### config.mk
export PLATFORM = sky130hd
export DESIGN_NAME = store_pack_flat
export DESIGN_NICKNAME = d
export VERILOG_FILES = /design/src/rtl/store_pack_pkg.sv /design/src/rtl/store_pack_if.sv /design/src/rtl/store_pack_st_align.sv /design/src/rtl/store_pack.sv /design/src/flat_wrapper.sv
export SDC_FILE = /design/constraint.sdc
export NUM_CORES = 1
export LEC_CHECK = 0
export ABC_AREA = 1
export BUFFER_PORTS_ARGS = -buffer_cell sky130_fd_sc_hd__buf_2
export CAP_MARGIN = 20
export CORE_MARGIN = 4
export CORE_UTILIZATION = 45
export DETAILED_ROUTE_END_ITERATION = 7
export MAX_ROUTING_LAYER = met4
export PLACE_DENSITY_LB_ADDON = 0.3
export REMOVE_ABC_BUFFERS = 1
export SKIP_CTS_REPAIR_TIMING = 1
export SYNTH_ARGS = -nofsm -noshare
export SYNTH_HDL_FRONTEND = slang
export SYNTH_HIERARCHICAL = 1
export SYNTH_SLANG_ARGS = --single-unit
### constraint.sdc
create_clock -name clk -period 4.5 [get_ports clk]
set_clock_uncertainty 0.05 [all_clocks]
set_input_delay 0.675 -clock clk [delete_from_list [all_inputs] [get_ports clk]]
set_output_delay 0.675 -clock clk [all_outputs]
set_load 0.02 [all_outputs]
### src/rtl/store_pack_pkg.sv
// store_pack_pkg: shared store-path definitions.
//   - store op codes (SW/SH/SB/RSV) as carried on req_op
//   - byte-enable constants for full-word and half-word stores
//   - st_entry_t: one packed write (word address, lane data, byte enables)
//   - byte_lane_be(): one-hot byte enable for a byte offset
package store_pack_pkg;

   localparam logic [1:0] SW  = 2'b00;
   localparam logic [1:0] SH  = 2'b01;
   localparam logic [1:0] SB  = 2'b10;
   localparam logic [1:0] RSV = 2'b11;

   localparam logic [3:0] BE_W   = 4'b1111;
   localparam logic [3:0] BE_HLO = 4'b0011;
   localparam logic [3:0] BE_HHI = 4'b1100;
   localparam logic [3:0] BE_B0  = 4'b0001;

   typedef struct packed {
      logic [31:0] addr;
      logic [31:0] wdata;
      logic [3:0]  be;
   } st_entry_t;

   localparam st_entry_t ENTRY_ZERO = '{addr: 32'h0000_0000, wdata: 32'h0000_0000, be: 4'b0000};

   // Byte lane enable: bit 'lane' set, all others clear.
   function automatic logic [3:0] byte_lane_be(input logic [1:0] lane);
      return BE_B0 << lane;
   endfunction

endpackage

### src/rtl/store_pack_if.sv
// store_pack_if: store request bus plus buffered memory write bus.
//   req_valid/req_ready  request handshake, req_op/req_addr/req_data payload
//   mem_valid/mem_ready  write handshake, mem_addr/mem_wdata/mem_be payload
// master = requester / memory side, slave = store_pack.
interface store_pack_if;
   logic        req_valid;
   logic        req_ready;
   logic [1:0]  req_op;
   logic [31:0] req_addr;
   logic [31:0] req_data;
   logic        mem_valid;
   logic        mem_ready;
   logic [31:0] mem_addr;
   logic [31:0] mem_wdata;
   logic [3:0]  mem_be;

   modport master (
      output req_valid, req_op, req_addr, req_data, mem_ready,
      input  req_ready, mem_valid, mem_addr, mem_wdata, mem_be
   );

   modport slave (
      input  req_valid, req_op, req_addr, req_data, mem_ready,
      output req_ready, mem_valid, mem_addr, mem_wdata, mem_be
   );
endinterface

### src/rtl/store_pack_st_align.sv
// st_align: combinational store packer and alignment checker.
//   op      store width (SW/SH/SB/RSV)
//   addr    byte address
//   data    rt register value
//   wdata   lane-replicated write data
//   be      byte enables, bit i covers wdata[8i+7:8i]
//   waddr   word-aligned address
//   illegal misaligned sw/sh or reserved op
module st_align
   import store_pack_pkg::*;
(
   input  logic [1:0]  op,
   input  logic [31:0] addr,
   input  logic [31:0] data,
   output logic [31:0] wdata,
   output logic [3:0]  be,
   output logic [31:0] waddr,
   output logic        illegal
);

   assign waddr = {addr[31:2], 2'b00};

   // Lane replication, byte enables and legality for each store width.
   always_comb begin
      wdata   = data;
      be      = BE_W;
      illegal = 1'b0;
      case (op)
         SW: begin
            wdata   = data;
            be      = BE_W;
            illegal = (addr[1:0] != 2'b00);
         end
         SH: begin
            wdata = {data[15:0], data[15:0]};
            if (addr[1]) begin
               be = BE_HHI;
            end else begin
               be = BE_HLO;
            end
            illegal = addr[0];
         end
         SB: begin
            wdata   = {4{data[7:0]}};
            be      = byte_lane_be(addr[1:0]);
            illegal = 1'b0;
         end
         default: begin
            wdata   = data;
            be      = 4'b0000;
            illegal = 1'b1;
         end
      endcase
   end

endmodule

### src/rtl/store_pack.sv
// store_pack: store packer with a 2-entry write buffer.
//   clk, reset  sole clock, synchronous active-high reset
//   bus         store_pack_if.slave: request in, memory write out
//   exc_ades    one-cycle pulse after an illegal request is accepted
//   err_addr    address of the last illegal request
//   count       buffered entries, 0..2
// Illegal requests complete the handshake but are never buffered.
module store_pack
   import store_pack_pkg::*;
(
   input  logic        clk,
   input  logic        reset,
   store_pack_if.slave bus,
   output logic        exc_ades,
   output logic [31:0] err_addr,
   output logic [1:0]  count
);

   st_entry_t   entry_r [2];
   logic        wr_ptr_r;
   logic        rd_ptr_r;
   logic [1:0]  count_r;
   logic        exc_ades_r;
   logic [31:0] err_addr_r;

   logic [31:0] wdata_s;
   logic [3:0]  be_s;
   logic [31:0] waddr_s;
   logic        illegal_s;
   logic        accept_s;
   logic        push_s;
   logic        pop_s;

   st_align u_st_align (
      .op      (bus.req_op),
      .addr    (bus.req_addr),
      .data    (bus.req_data),
      .wdata   (wdata_s),
      .be      (be_s),
      .waddr   (waddr_s),
      .illegal (illegal_s)
   );

   // Ready depends on buffer occupancy only, never on mem_ready.
   assign bus.req_ready = (count_r != 2'd2);
   assign accept_s      = bus.req_valid && bus.req_ready && !reset;
   assign push_s        = accept_s && !illegal_s;
   assign pop_s         = (count_r != 2'd0) && bus.mem_ready;

   assign bus.mem_valid = (count_r != 2'd0);
   assign bus.mem_addr  = entry_r[rd_ptr_r].addr;
   assign bus.mem_wdata = entry_r[rd_ptr_r].wdata;
   assign bus.mem_be    = entry_r[rd_ptr_r].be;

   assign exc_ades = exc_ades_r;
   assign err_addr = err_addr_r;
   assign count    = count_r;

   // Entry storage: only the slot under the write pointer changes on a push.
   always_ff @(posedge clk) begin
      if (reset) begin
         entry_r[0] <= ENTRY_ZERO;
         entry_r[1] <= ENTRY_ZERO;
      end else if (push_s) begin
         entry_r[wr_ptr_r] <= '{addr: waddr_s, wdata: wdata_s, be: be_s};
      end else begin
         entry_r[0] <= entry_r[0];
         entry_r[1] <= entry_r[1];
      end
   end

   // Pointers and occupancy; push+pop together leaves count unchanged.
   always_ff @(posedge clk) begin
      if (reset) begin
         wr_ptr_r <= 1'b0;
         rd_ptr_r <= 1'b0;
         count_r  <= 2'd0;
      end else begin
         if (push_s) begin
            wr_ptr_r <= ~wr_ptr_r;
         end
         if (pop_s) begin
            rd_ptr_r <= ~rd_ptr_r;
         end
         case ({push_s, pop_s})
            2'b10:   count_r <= count_r + 2'd1;
            2'b01:   count_r <= count_r - 2'd1;
            default: count_r <= count_r;
         endcase
      end
   end

   // Address-error pulse and captured faulting address.
   always_ff @(posedge clk) begin
      if (reset) begin
         exc_ades_r <= 1'b0;
         err_addr_r <= 32'h0000_0000;
      end else begin
         exc_ades_r <= accept_s && illegal_s;
         if (accept_s && illegal_s) begin
            err_addr_r <= bus.req_addr;
         end
      end
   end

endmodule
### src/flat_wrapper.sv
// flat-port wrapper written by rule: the top's interface ports become plain ports
module store_pack_flat import store_pack_pkg::*;
  (clk, reset, exc_ades, err_addr, count, bus_req_valid, bus_req_op, bus_req_addr, bus_req_data, bus_mem_ready, bus_req_ready, bus_mem_valid, bus_mem_addr, bus_mem_wdata, bus_mem_be);
  store_pack_if bus_i ();
  input  logic clk;
  input  logic reset;
  output logic exc_ades;
  output logic [31:0] err_addr;
  output logic [1:0] count;
  input wire logic [$bits(bus_i.req_valid)-1:0] bus_req_valid;
  input wire logic [$bits(bus_i.req_op)-1:0] bus_req_op;
  input wire logic [$bits(bus_i.req_addr)-1:0] bus_req_addr;
  input wire logic [$bits(bus_i.req_data)-1:0] bus_req_data;
  input wire logic [$bits(bus_i.mem_ready)-1:0] bus_mem_ready;
  output wire logic [$bits(bus_i.req_ready)-1:0] bus_req_ready;
  output wire logic [$bits(bus_i.mem_valid)-1:0] bus_mem_valid;
  output wire logic [$bits(bus_i.mem_addr)-1:0] bus_mem_addr;
  output wire logic [$bits(bus_i.mem_wdata)-1:0] bus_mem_wdata;
  output wire logic [$bits(bus_i.mem_be)-1:0] bus_mem_be;
  assign bus_i.req_valid = bus_req_valid;
  assign bus_i.req_op = bus_req_op;
  assign bus_i.req_addr = bus_req_addr;
  assign bus_i.req_data = bus_req_data;
  assign bus_i.mem_ready = bus_mem_ready;
  assign bus_req_ready = bus_i.req_ready;
  assign bus_mem_valid = bus_i.mem_valid;
  assign bus_mem_addr = bus_i.mem_addr;
  assign bus_mem_wdata = bus_i.mem_wdata;
  assign bus_mem_be = bus_i.mem_be;
  store_pack u_core (.clk(clk), .reset(reset), .bus(bus_i), .exc_ades(exc_ades), .err_addr(err_addr), .count(count));
endmodule
==> impl_results.md, run 1 <==
* Status: finished clean
* CTS tree: done
* Routability cong. at approximately 0.79
* Sequence of cells on the critical path: buf_2, inv_1, ha_1, a21oi_1, o21bai_4, buf_4, nand3_2, nand2_1, inv_1, nor2_1
* CP arrival at approximately 3.2 ns
* Most frequent cell after synthesis: inv_1
* Util after Layout at a little over half
* Max FO, Critical Path at 33
* Core Area at 0.0186 mm²
* Number of DRC markers in iteration 0 at ~340
* Row cnt at 50
* Placed wire-length estimate at between 10000 and 15000 µm
* Via count at about 5900
* Gr ovfl total at 0
* Filler cells at about 1700
* Number of global-route vias before repair at about 5900
* EDFF count, synth at 136
* Crit path capture: u_core/err_addr[22]
* Average cell area after synthesis at approximately 9.5 µm²
* Top post-synthesis cells by area: edfxtp_1 48%, mux2_2 9.0%, dfxtp_1 8.9%
* Clock transition at path regs at approximately 0.06 ns
* Maximum VDD drop at 0.307 mV
* Port Buffers at 174
* Drt wl/cell at ~15 µm
* Cell taking the most area after synthesis: edfxtp_1
* Die H at 146 µm
* Seq cells post-synth at around 170
* Area share of the leading cell type in the synthesized netlist at a little under half
* Initial antenna violation count at 2
* Cell at the slowest stage of the critical path: nand3_2
* Max-Cap Viols at 0
* Leakage Power at a little under 0.005 µW
* Final setup viols at 0
* Post-Syn Area at between 0.008 and 0.009 mm²
* Register area at about 0.0048 mm²
* Setup Crit Path Kind: in -> reg
* Share of layout cells above drive strength 1 at between 20% and 30%
* Htree depth at 4
* Root Buffer: clkbuf_16
* Final hold vios at 0
* Worst setup EP type: flip-flop
* Clock Path Buffers at 2
* DP Worst Slack at roughly 1.2 ns
* Crit path time final at a little under 3 ns
* Cells after synthesis at 898
* Req. time, crit path at about 4.8 ns
* Num CTS Buffers at 17
* Pwr Density at between 400 and 500 mW/mm²
* GR Util All Layers at 18.8%
* Sequential area share after synthesis at a little under three fifths
* Hold Path Class: reg -> reg
* Setup TNS Final at 0 ns
* PnR worst setup slack at 1.62 ns
* Clock tree sinks at ~170
* R2r setup slk at 2.29 ns
* Die W at ~150 µm
* Final Max Slew Viols at 0
* Worst slew pin tran at about 1 ns
* Total Routed Length at between 15000 and 20000 µm
* Most common flop cell mapped by yosys: edfxtp_1
* IO Count at approximately 180
* # DRC at 0
* Crit-path leading delay family: simple AND/OR/NAND/NOR gates
* First-pass GRT wire length at 30600 µm
* FF-to-FF Start: u_core/count[0]
* Synth cell types at 28
* Period Utilization, post-route at 64.1%
* RSZ-0062 raised after global routing: false
* Reg2Reg Depth at 5
* Initial Utilization at 45.7%
* Post-synth ARST share at 0%
* CP peak stage delay at between 0.6 and 0.7 ns
* Clk_lat worst skew at between 0.4 and 0.5 ns
* Worst path most repeated cell: inv_1
* Non-Filler Instances at approximately 1300
* Slew margin rel. at around a third
* Most frequent cells after synthesis: 180 x inv_1, 174 x nor2_1, 143 x nand2_1
* Total Die Area at approximately 0.021 mm²
* Layout Nets at roughly 1100
* R2r endpoint: u_core/entry_r[1][5]
* TritonRoute pass-1 iters at 4
* Buf+Inv Stages, Crit Path at 4
* Pin count of the biggest net entering global routing at 69
* Worst setup SP type: primary input
* Placed insts at 1230
* Worst setup path start: bus_req_op[1]
* Overall power at just over 4000 µW
* Syn. warnings at 6
* P&R area growth vs syn at 15.8%
* Multi-input gate area at between 0.002 and 0.0025 mm²
* Fmax at between 300 and 400 MHz
* Instance count on the critical path at 10
* Antenna viol nets, final at 0
* Routed vias/inst at about 4.7
[worst reg2reg max path, stage by stage (launching register included)]
cell     delay (ns)
dfxtp_1        0.41
inv_2          0.08
nand2_4        0.38
nand4_4        0.18
nand2_4        0.47
buf_12         0.30
[cell families (layout without fill, tap and decap cells)]
group                    Yosys count  in the layout  share of synthesized area (%)
AO/OA/AOI/OAI                     22             22                           1.39
multiplexers                      68             68                           8.98
buffers and inverters            266            395                           14.3
adder cells (fa/ha/maj)            6              6                          0.881
other                              1              4                         0.0440
AND/OR/NAND/NOR                  361            361                           17.6
flip-flops                       174            174                           56.8
[per-layer routing]
metal,vias to the layer above,track usage (%),share of wire (%)
met2,161,31.0,49
li1,2992,-,-
met5,-,-,0
met4,0,6.84,2.5
met1,2701,23.0,43
met3,28,3.77,4.8
[area by class of cell]
class / instances / share of cell area [%]
Antenna cell: 2 / 0.0507
Clock buffer: 25 / 5.36
Clock inverter: 7 / 0.735
Inverter: 183 / 6.96
Multi-Input combinational cell: 459 / 25.3
Sequential cell: 174 / 49.1
Tap cell: 234 / 2.97
Timing Repair Buffer: 180 / 9.53
[state kept, by name, indices dropped and copies added (netlist names), named ones only]
| name | flops |
|---|---|
| u_core/count | 2 |
| u_core/entry_r | 136 |
| u_core/err_addr | 32 |
| u_core/exc_ades | 1 |
| u_core/rd_ptr_r | 1 |
| u_core/wr_ptr_r | 1 |
[power by group]
group          switching, µW  leakage, µW  total [µW]  internal, µW
clock network            596     0.000297        1480           879
registers               59.2      0.00173        1890          1830
logic                    419      0.00280         657           238
[per-stage QoR]
| step | instance area [µm²] | hold WS, ns |
|---|---|---|
| floorplan | 8000 | 0.417 |
| global placement | 9270 | 0.424 |
| CTS | 9870 | 0.459 |
| finish | 9870 | 0.458 |
| detailed placement | 9270 | 0.447 |
| global route | 9870 | 0.485 |
[worst min-delay path by stage]
stage | startpoint | end | slack (ns) | depth (start not counted)
after floorplan | u_core/rd_ptr_r | flip-flop | 0.42 | 2
after global placement | u_core/rd_ptr_r | flip-flop | 0.42 | 2
after detailed placement | u_core/err_addr[13] | u_core/err_addr[13] | 0.45 | 4
after CTS | u_core/err_addr[4] | u_core/err_addr[4] | 0.46 | 4
after global routing | u_core/err_addr[2] | u_core/err_addr[2] | 0.48 | 4
final | u_core/err_addr[4] | u_core/err_addr[4] | 0.46 | 4
[placed cells by master (no fill, tap or decap), types with 3 or more instances in the layout]
master	n
a21oi_1	10
buf_2	174
buf_4	4
clkbuf_1	4
clkbuf_16	20
clkinv_4	3
dfxtp_1	37
edfxtp_1	136
ha_1	6
inv_1	180
inv_2	3
mux2_2	68
nand2_1	141
nand2_4	3
nand3_1	4
nand4_1	32
nor2_1	174
o21ai_0	9
Note: power is estimated with default switching activity, not from simulation.
==> run 2, diff against run 1 <==
==> constraint.sdc (replaced) <==
create_clock -name clk -period 3 [get_ports clk]
set_clock_uncertainty 0.05 [all_clocks]
set_input_delay 0.45 -clock clk [delete_from_list [all_inputs] [get_ports clk]]
set_output_delay 0.45 -clock clk [all_outputs]
set_load 0.02 [all_outputs]
==> impl_results.md, run 2 (synthesis gave the netlist of run 1 again) <==
* Status: finished clean
* Share of layout cells above drive strength 1 at between 20 and 30%
* Leakage Power at around 0.0049 µW
* Util after Layout at between 50% and 60%
* PnR worst setup slack at 0.572 ns
* IO Count at between 150 and 200
* Setup TNS Final at 0 ns
* Row cnt at 50
* Slew margin rel. at 46.8%
* Core Area at around 0.019 mm²
* Period Utilization, post-route at about four fifths
* TritonRoute pass-1 iters at 4
* Die H at between 100 and 150 µm
* RSZ-0062 raised after global routing: false
* Maximum VDD drop at between 0.4 and 0.5 mV
* Register area at 0.00485 mm²
* Fin area at between 0.009 and 0.01 mm²
* Worst setup SP type: flip-flop
* Area after DPL at about 0.0094 mm²
* Layout Nets at 1100
* Req. time, crit path at ~2.5 ns
* Setup Crit Path Kind: reg -> out
* Number of global-route vias before repair at roughly 6000
* Most frequent cells in the layout: 180 x inv_1, 174 x buf_2, 174 x nor2_1
* Worst slew pin tran at 0.798 ns
* Pin count of the biggest net entering global routing at approximately 70
* Worst setup EP type: primary output
* Pwr Density at 597 mW/mm²
* P&R area growth vs syn at 16.4%
* Via count at about 6000
* Clock Path Buffers at 2
* Port Buffers at 174
* Antenna viol nets, final at 0
* Overall power at between 5000 and 6000 µW
* Hold Path Class: in -> reg
* Routability cong. at 0.769
* Root Buffer: clkbuf_16
* Initial Utilization at about 46%
* Drt wl/cell at 14.9 µm
* Fmax at slightly above 400 MHz
* Final setup viols at 0
* Final hold vios at 0
* Max FO, Critical Path at 45
* Filler cells at ~1700
* Total Routed Length at between 15000 and 20000 µm
* Final Max Slew Viols at 0
* DP Worst Slack at about 0.55 ns
* Crit path time final at ~2.4 ns
* # DRC at 0
* Most common cell after layout, fill and taps aside: inv_1
* Multi-input gate area at 0.00250 mm²
* First-pass GRT wire length at 30600 µm
* CP arrival at just under 2 ns
* Total Die Area at 0.0212 mm²
* Clock tree sinks at 174
* CTS tree: done
* Largest register FFs at about 140
* Placed wire-length estimate at 12700 µm
* Clock transition at path regs at approximately 0.070 ns
* Top reg by flops: u_core/entry_r
* Die W at 146 µm
* Gr ovfl total at 0
* Max-Cap Viols at 0
* GR Util All Layers at between 10% and 20%
* Number of DRC markers in iteration 0 at 335
* Num CTS Buffers at 17
* Htree depth at 4
* Initial antenna violation count at 2
* Routed vias/inst at 4.69
* Clk_lat worst skew at around 0.42 ns
==> run 2: changes by cell type in the layout (fill, tap and decap cells not counted), moves of 2 or more <==
cell,change
buf_4,+7
buf_12,+2
clkbuf_16,-2
clkinv_2,+2
==> run 2: power breakdown <==
group / total, µW / leakage, µW / switching, µW / internal [µW]
clock network: 2080 / 0.000274 / 897 / 1190
logic: 1030 / 0.00285 / 657 / 371
registers: 2810 / 0.00173 / 62.3 / 2750
==> run 2: final cells by class <==
type,count,share of cell area [%]
multi-input cells,459,25.2
repair buffers,189,10.4
clock buffers,21,4.65
well taps,234,2.95
flip-flops and latches,174,48.9
clock inverters,11,0.921
diodes,2,0.0505
inverters,183,6.93
==> run 2: worst max-delay path, cell delays in order (launching register included) <==
cell and delay [ns]:
dfxtp_4 0.59, buf_12 0.33, mux2_2 0.40, buf_2 0.17
==> run 2: worst paths after layout <==
kind	to	slack, ns	cells after the start	start
hold / removal	u_core/entry_r[1][41]	0.30	3	bus_req_addr[5]
hold reg to reg	u_core/err_addr[0]	0.45	4	u_core/err_addr[0]
setup reg to reg	u_core/entry_r[0][46]	1.10	4	u_core/count[1]
setup / recovery	bus_mem_be[3]	0.57	3	flip-flop
==> run 2: stage by stage <==
step | instances | hold WS [ns]
2_1_floorplan | 816 | 0.417
3_3_place_gp | 1239 | 0.431
3_5_place_dp | 1239 | 0.437
4_1_cts | 1271 | 0.282
5_1_grt | 1273 | 0.306
6_report | 1273 | 0.296
==> run 2: routing by layer <==
metal	vias up	global-route usage, %	wire (µm)
li1	3011	-	-
met1	2777	22.0	8010
met2	146	32.1	9650
met3	31	3.02	849
met4	0	7.79	479
met5	-	-	0
